[config.mk]
export PLATFORM = sky130hd
export DESIGN_NAME = grid_io_bank
export DESIGN_NICKNAME = d
export VERILOG_FILES = /design/src/rtl/grid_io_pkg.sv /design/src/rtl/grid_io_pad.sv /design/src/rtl/grid_io_bank.sv
export SDC_FILE = /design/constraint.sdc
export NUM_CORES = 1
export LEC_CHECK = 0
export ABC_AREA = 1
export CAP_MARGIN = 20
export CORE_MARGIN = 3
export CORE_UTILIZATION = 40
export CTS_CLUSTER_SIZE = 14
export DETAILED_ROUTE_END_ITERATION = 7
export GPL_TIMING_DRIVEN = 0
export PLACE_DENSITY = 0.64
export SLEW_MARGIN = 20
export SYNTH_ARGS = -nofsm -noshare
export SYNTH_HDL_FRONTEND = slang
export SYNTH_SLANG_ARGS = --single-unit
[constraint.sdc]
create_clock -name prog_clk -period 1.6 [get_ports prog_clk]
set_clock_uncertainty 0.15 [all_clocks]
set_input_delay 0.48 -clock prog_clk [delete_from_list [all_inputs] [get_ports prog_clk]]
set_output_delay 0.48 -clock prog_clk [all_outputs]
set_load 0.1 [all_outputs]
[src/rtl/grid_io_pkg.sv]
// grid_io_pkg: per-pad configuration layout shared by the I/O bank and its pads.
package grid_io_pkg;
  localparam int IO_CFG_BITS = 3;
  localparam int CFG_OE      = 0;
  localparam int CFG_OUT_REG = 1;
  localparam int CFG_IN_REG  = 2;
  typedef struct packed {
    logic in_reg;
    logic out_reg;
    logic oe;
  } pad_cfg_t;
  function automatic pad_cfg_t unpack_cfg(input logic [IO_CFG_BITS-1:0] b);
    return '{in_reg: b[CFG_IN_REG], out_reg: b[CFG_OUT_REG], oe: b[CFG_OE]};
  endfunction
endpackage

[src/rtl/grid_io_pad.sv]
// grid_io_pad: single pad data path with optional output/input registering.
module grid_io_pad
  import grid_io_pkg::*;
(
  input  logic     clk,
  input  logic     rst,
  input  pad_cfg_t cfg,
  input  logic     io_outpad,
  input  logic     gpio_in,
  output logic     io_inpad,
  output logic     gpio_out,
  output logic     gpio_oe
);
  logic out_q, in_q;
  always_ff @(posedge clk) begin
    if (rst) begin
      out_q <= 1'b0;
      in_q  <= 1'b0;
    end else begin
      out_q <= io_outpad;
      in_q  <= gpio_in;
    end
  end
  // a driving pad never echoes the receive value back into the fabric
  always_comb begin
    gpio_oe  = cfg.oe;
    gpio_out = cfg.out_reg ? out_q : io_outpad;
    io_inpad = cfg.oe ? 1'b0 : (cfg.in_reg ? in_q : gpio_in);
  end
endmodule

[src/rtl/grid_io_bank.sv]
// grid_io_bank: configuration shift chain with commit-to-active shadowing, feeding NUM_PADS pad slices.
module grid_io_bank
  import grid_io_pkg::*;
#(
  parameter  int NUM_PADS  = 8,
  localparam int CHAIN_LEN = NUM_PADS * IO_CFG_BITS
) (
  input  logic                prog_clk,
  input  logic                pReset,
  input  logic                ccff_head,
  input  logic                ccff_en,
  input  logic                ccff_commit,
  output logic                ccff_tail,
  output logic                cfg_done,
  output logic                cfg_err,
  input  logic [NUM_PADS-1:0] io_outpad,
  output logic [NUM_PADS-1:0] io_inpad,
  input  logic [NUM_PADS-1:0] gpio_in,
  output logic [NUM_PADS-1:0] gpio_out,
  output logic [NUM_PADS-1:0] gpio_oe
);
  localparam int CW = $clog2(CHAIN_LEN + 1);
  logic [CHAIN_LEN-1:0] sr, act;
  logic [CW-1:0]        cnt;
  logic                 commit_ok;
  always_comb begin
    cfg_done  = (cnt == CW'(CHAIN_LEN));
    ccff_tail = sr[CHAIN_LEN-1];
    commit_ok = ccff_commit && cfg_done;
  end
  // commit captures the pre-shift chain even when a shift happens on the same edge
  always_ff @(posedge prog_clk) begin
    if (pReset) begin
      sr      <= '0;
      act     <= '0;
      cnt     <= '0;
      cfg_err <= 1'b0;
    end else begin
      if (ccff_en) sr <= {sr[CHAIN_LEN-2:0], ccff_head};
      if (commit_ok) act <= sr;
      cnt <= commit_ok ? CW'(ccff_en) : (ccff_en && !cfg_done) ? cnt + 1'b1 : cnt;
      if (ccff_commit && !cfg_done) cfg_err <= 1'b1;
    end
  end
  for (genvar p = 0; p < NUM_PADS; p++) begin : g_pad
    grid_io_pad u_pad (
      .clk       (prog_clk),
      .rst       (pReset),
      .cfg       (unpack_cfg(act[IO_CFG_BITS*p +: IO_CFG_BITS])),
      .io_outpad (io_outpad[p]),
      .gpio_in   (gpio_in[p]),
      .io_inpad  (io_inpad[p]),
      .gpio_out  (gpio_out[p]),
      .gpio_oe   (gpio_oe[p])
    );
  end
endmodule
Word-level counts from Yosys, hierarchy flattened
Cells that the tools add are included.
{"block": "classes", "n_addsub": 1, "eq_ne": 1, "n_mux": 26, "reduce_logical": 6}
{"op": "two-way mux 1 bit", "count": 26}
{"op": "adder 5 x 1 -> 5 bit, second input constant", "count": 1}
{"op": "equality test 5 bit, second input constant", "count": 1}
{"op": "logical AND 1 bit", "count": 3}
{"op": "nonzero test 2 bit", "count": 1}
{"op": "OR reduction 2 bit", "count": 1}
{"op": "zero test 1 bit", "count": 1}
{"block": "totals", "regBits": 70, "in_bits": 21, "out_inout_bits": 27, "word_cells": 55}

Depth between registers and ports, before layout
Gate-level depths: netlist (run 1).
{"block": "logic_depth", "depth_word": 5, "mapped_depth": 9, "mapped_depth_nobuf": 9}

Cells and area by module
A second synthesis (run 1) with hierarchy kept.
{"block": "unflattened", "cells_unflattened": 376, "area_unflattened_um2": 2786.4}
{"module": "grid_io_bank", "instances": 1, "cells_per_inst": 256, "area_per_inst_um2": 2035.7, "seq_area_each_um2": 1081.0}
{"module": "grid_io_pad", "instances": 8, "cells_per_inst": 15, "area_per_inst_um2": 93.8, "seq_area_each_um2": 40.0}

Worst setup path before layout (run 1)
OpenSTA, ideal clock, no wires.
{"block": "synth_path", "path_type": "flip-flop to output port", "startpoint": "register cnt[0]", "endpoint": "output cfg_done", "arrival_time_ps": 1191, "t_required_ps": 970, "path_slack_ps": -221, "path_stages_with_launch": 7, "n_path_buf": 0, "path_cell_list": "dfxtp_1 inv_1 ha_1 nand2_1 inv_1 nand2_4 inv_2"}
{"block": "synth_via", "elab_chain_len": 1}
{"item": "start, declared", "line": "grid_io_bank.sv:24", "text": "logic [CW-1:0] cnt;"}
{"item": "start signal, assigned", "line": "grid_io_bank.sv:41", "text": "cnt <= commit_ok ? CW'(ccff_en) : (ccff_en && !cfg_done) ? cnt + 1'b1 : cnt;"}
{"item": "equality test 5 bit", "line": "grid_io_bank.sv:27", "text": "cfg_done = (cnt == CW'(CHAIN_LEN));"}
{"item": "end, declared", "line": "grid_io_bank.sv:14", "text": "output logic cfg_done,"}
No other way between the ends.

Final worst setup path (run 1)
Ends and elaborated chain as after synthesis.

==> run metrics, run 1 <==
status finished, violations left; failing checks negative setup slack; final antenna diode count 0; H-tree depth 3; Cells after Synth 360; Core Area 6830 µm²; worst vdd ir 587 µV; hold buffers post-CTS 0; final-report max-slew violation count 0; initial antenna violation count 0; largest net degree at the start of global routing 14; die height 90.1 µm; Layout area overhead 58.5%; CP top delay family flip-flops; Avg Cell Area, Syn 7.87 µm²; total gr overflow 0; Achievable Freq 518 MHz; count of cell types in the netlist 27; fin crit share 1.21; ANT nets after route 0; DP Area 3410 µm²; R2R cell count 9; All-Layer GR Usage 0.172; Max FO, Critical Path 2; Finished Cell Area 4490 µm²; Yosys reg bits 70; Final setup viols 17; Lkg Pwr 1.95 nW; commonest non-fill, non-tap cell in the layout buf_4; Sequential cell area 1440 µm²; GPL Wtd Cong 0.785; clk slew on worst S/H paths 0.07 ns; crit path buf inv count 4; total power 3.89 mW; Place WS -1.42 ns; worst setup margin -0.330 ns; die width 90.1 µm; Crit Path Class reg2out; CP required 0.97 ns; FF-to-FF End act[2]$_SDFFE_PP0P_; clk sink count 70; Rel. slew slack 0.558; Die ar. 8120 µm²; RSZ-0062 raised after global routing yes; worst path cell trace inv_4 -> ha_4 -> nand2_4 -> inv_6 -> nand2_8 -> inv_12 -> buf_16; total wire length 7090 µm; WHS Endpoint g_pad[5].u_pad.out_q$_SDFF_PP0_; Worst-Margin Slew 0.664 ns; drt first pass iters 4; Root Driver clkbuf_8; multi-input logic area 1130 µm²; CP Capture Type primary output; syn nets 383; number of buffers created by CTS 9; vias per cell 4.56; sequential share of the synthesized area 0.495; Final Hold Viols 0; final setup TNS -2.96 ns; share of layout cells above drive strength 1 0.474; # fillers 561; CTS tree yes; Post-Syn Area 2830 µm²; min Tclk post-route 1.93 ns; critical path arrival 1.30 ns; Worst Setup Start Kind flop; largest buffer count on any clock path 2; Post-DP HPWL 4090 µm; via count 2594; worst skew pair latency 0.34 ns; most frequent cells in the layout buf_4, nor2_1, dfxtp_1; max incr delay on CP 0.36 ns; Yosys Warn Count 0; Reg2Reg Setup Slack 0.03 ns; Port-buffer cells 44; first-pass GRT wire length 11300 µm; PD cells 867 nW/µm²; Wirelength per Cell 12.5 µm; Starting Density 0.414; DR iter-0 viols 110; critical path startpoint cnt[0]$_SDFFE_PP0P_; Top Ports 48; row cnt 30; Hold Crit Start io_outpad[5]; Layout Nets 491; vias in the first global route 2467; Hold Crit Depth 3; maxcap violations 0; slowest CP cell dfxtp_4; worst reg2reg path startpoint cnt[0]$_SDFFE_PP0P_; Hold/Removal Path Class in2reg; final routed DRC violation total 0
[registers in the layout (all words and copies together), names as in the netlist]
signal and count:
act 24, cfg_err 1, cnt 5, g_pad.u_pad.in_q 8, g_pad.u_pad.out_q 8, sr 24
[cells in the mapped netlist]
cell      number  share of area
a21oi_1       37          0.065
a21oi_2        1         0.0031
buf_1          2         0.0027
buf_2          4         0.0071
buf_4         24          0.064
buf_6          3          0.012
buf_8          1         0.0053
clkbuf_1       7         0.0093
clkinv_2       2         0.0035
dfxtp_1       70           0.49
ha_1           2         0.0088
inv_1         36          0.048
inv_2          2         0.0027
nand2_1       29          0.038
nand2_2        2         0.0044
nand2_4        1         0.0040
nand3_1        9          0.016
nand3_2        1         0.0035
nand3_4        1         0.0062
nand4_1        2         0.0044
nor2_1        65          0.086
nor2_4         1         0.0040
o21ai_0       42          0.074
o21ai_1       12          0.021
o21ai_2        2         0.0062
or2_1          1         0.0022
xor2_1         1         0.0031
[routing by layer]
metal  vias to the layer above  track usage  routed length, µm
met1                      1186        0.203               3070
met2                        58        0.293               3610
met5                         -            0                  0
li1                       1343            -                  -
met3                         7       0.0510                346
met4                         0       0.0651                 74
[cell families (layout without fill, tap and decap cells)]
kind of cell / after synthesis / after routing / share of synthesized area
DFF: 70 / 70 / 0.495
buffers and inverters: 81 / 193 / 0.154
adders and majority gates: 2 / 2 / 0.00884
and+or+nand+nor: 112 / 113 / 0.169
xor gates and xnor gates: 1 / 1 / 0.00309
AOI/OAI and AO/OA: 94 / 94 / 0.170
[report_power, final]
part	total (mW)	switching, mW	internal (mW)
clock	1.42	0.694	0.724
sequential	1.85	0.0474	1.80
combinational	0.621	0.360	0.261
[worst reg2reg max path: stages, from the launching register on]
cell	delay, ns
dfxtp_4	0.36
inv_4	0.06
ha_4	0.12
nand2_4	0.05
inv_6	0.08
buf_4	0.13
nand3_2	0.14
clkbuf_16	0.21
o21ai_2	0.12
a21oi_1	0.05
[worst max-delay path by stage]
stage | end | slack [ns] | cells past startpoint
after floorplan | cfg_done | 0.02 | 6
after global placement | gpio_out[2] | -1.41 | 5
after detailed placement | gpio_out[5] | -1.42 | 5
after CTS | cfg_done | -0.33 | 7
after global routing | cfg_done | -0.37 | 7
final | cfg_done | -0.33 | 7
[layout make-up]
cell class	instances	area share
buffer	35	0.0572
clock buffer	9	0.0276
clock inverter	7	0.0165
inverter	40	0.0390
multi-input combinational	210	0.252
sequential	70	0.321
tap	96	0.0268
timing repair buffer	102	0.260
[stage by stage]
step                       util  cells  hold slack [ns]
final                     0.657    569            0.200
after floorplan               -    360            0.288
after CTS                 0.622    561            0.194
after detailed placement  0.499    500            0.310
after global placement    0.499    500            0.304
after global routing      0.657    569            0.208
[what timing repair did]
action | in CTS | in global routing
pin swaps | 18 | 4
setup endpoints to repair | 27 | 46
resized for setup | 345 | 49
hold endpoints to repair | 0 | 0
cloned | 0 | 3
buffers inserted | 47 | 11
No activity file was read; power rests on OpenSTA's default activity.
==> run 2, diff against run 1 <==
--- a/config.mk
+++ b/config.mk
@@ -13,6 +13,7 @@
 export DETAILED_ROUTE_END_ITERATION = 7
 export GPL_TIMING_DRIVEN = 0
 export PLACE_DENSITY = 0.64
+export RECOVER_POWER = 50
 export SLEW_MARGIN = 20
 export SYNTH_ARGS = -nofsm -noshare
 export SYNTH_HDL_FRONTEND = slang
==> run metrics, run 2 (synthesis gave the netlist of run 1 again) <==
Starting Density 0.414 (unchanged); largest buffer count on any clock path 2 (unchanged); Wirelength per Cell 12.5 µm (about the same); Gate power share 0.159 (was 0.160); first-pass GRT wire length 11300 µm (unchanged); multi-input logic area 1130 µm² (unchanged); Worst Setup Start Kind flop (unchanged); clk sink count 70 (unchanged); final antenna diode count 0 (unchanged); commonest non-fill, non-tap cell in the layout buf_4 (unchanged); maxcap violations 0 (unchanged); Crit Path Class reg2out (unchanged); most frequent cells in the layout buf_4, nor2_1, dfxtp_1 (unchanged); total gr overflow 0 (unchanged); Final setup viols 17 (unchanged); Max FO, Critical Path 2 (unchanged); worst vdd ir 586 µV (was 587 µV); sequential share of power 0.476 (about the same); Lkg Pwr 1.95 nW (about the same); final routed DRC violation total 0 (unchanged); clk slew on worst S/H paths 0.07 ns (about the same); failing checks negative setup slack (unchanged); final non-filler cell total 569 (unchanged); Core Area 6830 µm² (unchanged); fin crit share 1.21 (about the same); Hold/Removal Path Class in2reg (unchanged); via count 2597 (was 2594); total wire length 7100 µm (was 7090 µm); row cnt 30 (unchanged); initial antenna violation count 0 (unchanged); CP Capture Type primary output (unchanged); vias in the first global route 2467 (unchanged); Achievable Freq 518 MHz (about the same); Port-buffer cells 44 (unchanged); DR iter-0 viols 122 (was 110); die width 90.1 µm (unchanged); Top Ports 48 (unchanged); Post-DP HPWL 4090 µm (unchanged); Root Driver clkbuf_8 (unchanged); status finished, violations left (unchanged); Final Hold Viols 0 (unchanged); PD cells 867 nW/µm² (about the same); Layout area overhead 58.4% (was 58.5%); # fillers 562 (was 561); CTS tree yes (unchanged); hold buffers post-CTS 0 (unchanged); Pint 2.79 mW (about the same); GPL Wtd Cong 0.785 (unchanged); Worst-Margin Slew 0.686 ns (was 0.664 ns); vias per cell 4.56 (about the same); Rel. slew slack 0.542 (was 0.558); FF-to-FF End act[2]$_SDFFE_PP0P_ (unchanged); largest net degree at the start of global routing 14 (unchanged); Sequential cell area 1440 µm² (unchanged); biggest regs act (24), sr (24) (unchanged); RSZ-0062 raised after global routing yes (unchanged); H-tree depth 3 (unchanged); Die ar. 8120 µm² (unchanged); Reg2Reg Setup Slack 0.01 ns (was 0.03 ns); number of buffers created by CTS 9 (unchanged); share of layout cells above drive strength 1 0.469 (was 0.474); Clk pwr share 0.364 (was 0.365); total power 3.89 mW (about the same); critical path startpoint cnt[0]$_SDFFE_PP0P_ (unchanged); Layout Nets 491 (unchanged); P_sw 1.10 mW (about the same); CP required 0.97 ns (about the same); worst skew pair latency 0.34 ns (about the same); die height 90.1 µm (unchanged); All-Layer GR Usage 0.172 (unchanged); fin util 0.656 (was 0.657); critical path arrival 1.30 ns (about the same); Critical path destination cfg_done (unchanged); ANT nets after route 0 (unchanged); Net Sw Frac 0.283 (about the same); min Tclk post-route 1.93 ns (about the same); placed cells 500 (unchanged); final-report max-slew violation count 0 (unchanged); drt first pass iters 4 (unchanged); worst setup margin -0.330 ns (about the same); worst reg2reg path startpoint cnt[0]$_SDFFE_PP0P_ (unchanged); R2R cell count 9 (unchanged)
## run 2: changes by cell type in the layout (fill, tap and decap cells not counted)
cell and change:
clkbuf_1 +4, buf_1 -2, buf_2 -2
## run 2: metrics by stage
step                worst slack [ns]  hold slack (ns)  instance area (µm²)  TNS (ns)
finish                        -0.330            0.200                 4480     -2.97
global route                  -0.373            0.208                 4480     -4.32
CTS                           -0.328            0.194                 4250     -3.08
detailed placement             -1.42            0.310                 3410    -28.94
global placement               -1.41            0.304                 3410    -28.92
floorplan                     0.0212            0.288                 2850         0
## run 2: what timing repair did
action / in CTS / in global routing
pin swaps: 18 / 4
cloned: 0 / 3
gates resized for setup: 345 / 49
setup endpoints to repair: 27 / 46
setup buffers: 47 / 11
## run 2: layer usage
metal	wire length, µm	vias up	part of all wire	global-route usage
met5	0	-	0	0
met4	86	0	0.012	0.0651
met3	335	10	0.047	0.0510
met2	3600	52	0.51	0.293
met1	3080	1192	0.43	0.203
li1	-	1343	-	-
## run 2: worst min-delay path by stage
stage | slack [ns] | cells after the start | to | startpoint
after floorplan | 0.29 | 2 | act[9]$_SDFFE_PP0P_ | act[9]$_SDFFE_PP0P_
after global placement | 0.30 | 2 | act[21]$_SDFFE_PP0P_ | act[21]$_SDFFE_PP0P_
after detailed placement | 0.31 | 2 | act[21]$_SDFFE_PP0P_ | act[21]$_SDFFE_PP0P_
after CTS | 0.19 | 3 | g_pad[3].u_pad.out_q$_SDFF_PP0_ | io_outpad[3]
after global routing | 0.21 | 3 | g_pad[5].u_pad.out_q$_SDFF_PP0_ | io_outpad[5]
final | 0.20 | 3 | g_pad[5].u_pad.out_q$_SDFF_PP0_ | io_outpad[5]
## run 2: final cells by class
cell class	count	share of cell area
tap	96	0.0268
multi-input combinational	210	0.252
sequential	70	0.321
clock inverter	7	0.0165
buffer	35	0.0566
timing repair buffer	102	0.260
clock buffer	9	0.0276
inverter	40	0.0391
## run 2: critical path, stage by stage, from the launching register on
cell and delay, ns:
dfxtp_4 0.36, inv_4 0.06, ha_4 0.12, nand2_4 0.05, inv_6 0.08, nand2_8 0.06, inv_12 0.06, buf_16 0.16
## run 2: power by group through the flow
| stage | Combinational [mW] | Clock (mW) | Sequential, mW |
|---|---|---|---|
| 6_report | 0.620 | 1.42 | 1.85 |
| 5_1_grt | 0.662 | 1.52 | 1.86 |
| 4_1_cts | 0.604 | 1.44 | 1.85 |
| 3_5_place_dp | 0.478 | 0 | 1.89 |
| 3_3_place_gp | 0.474 | 0 | 1.89 |
| 2_1_floorplan | 0.332 | 0 | 1.90 |
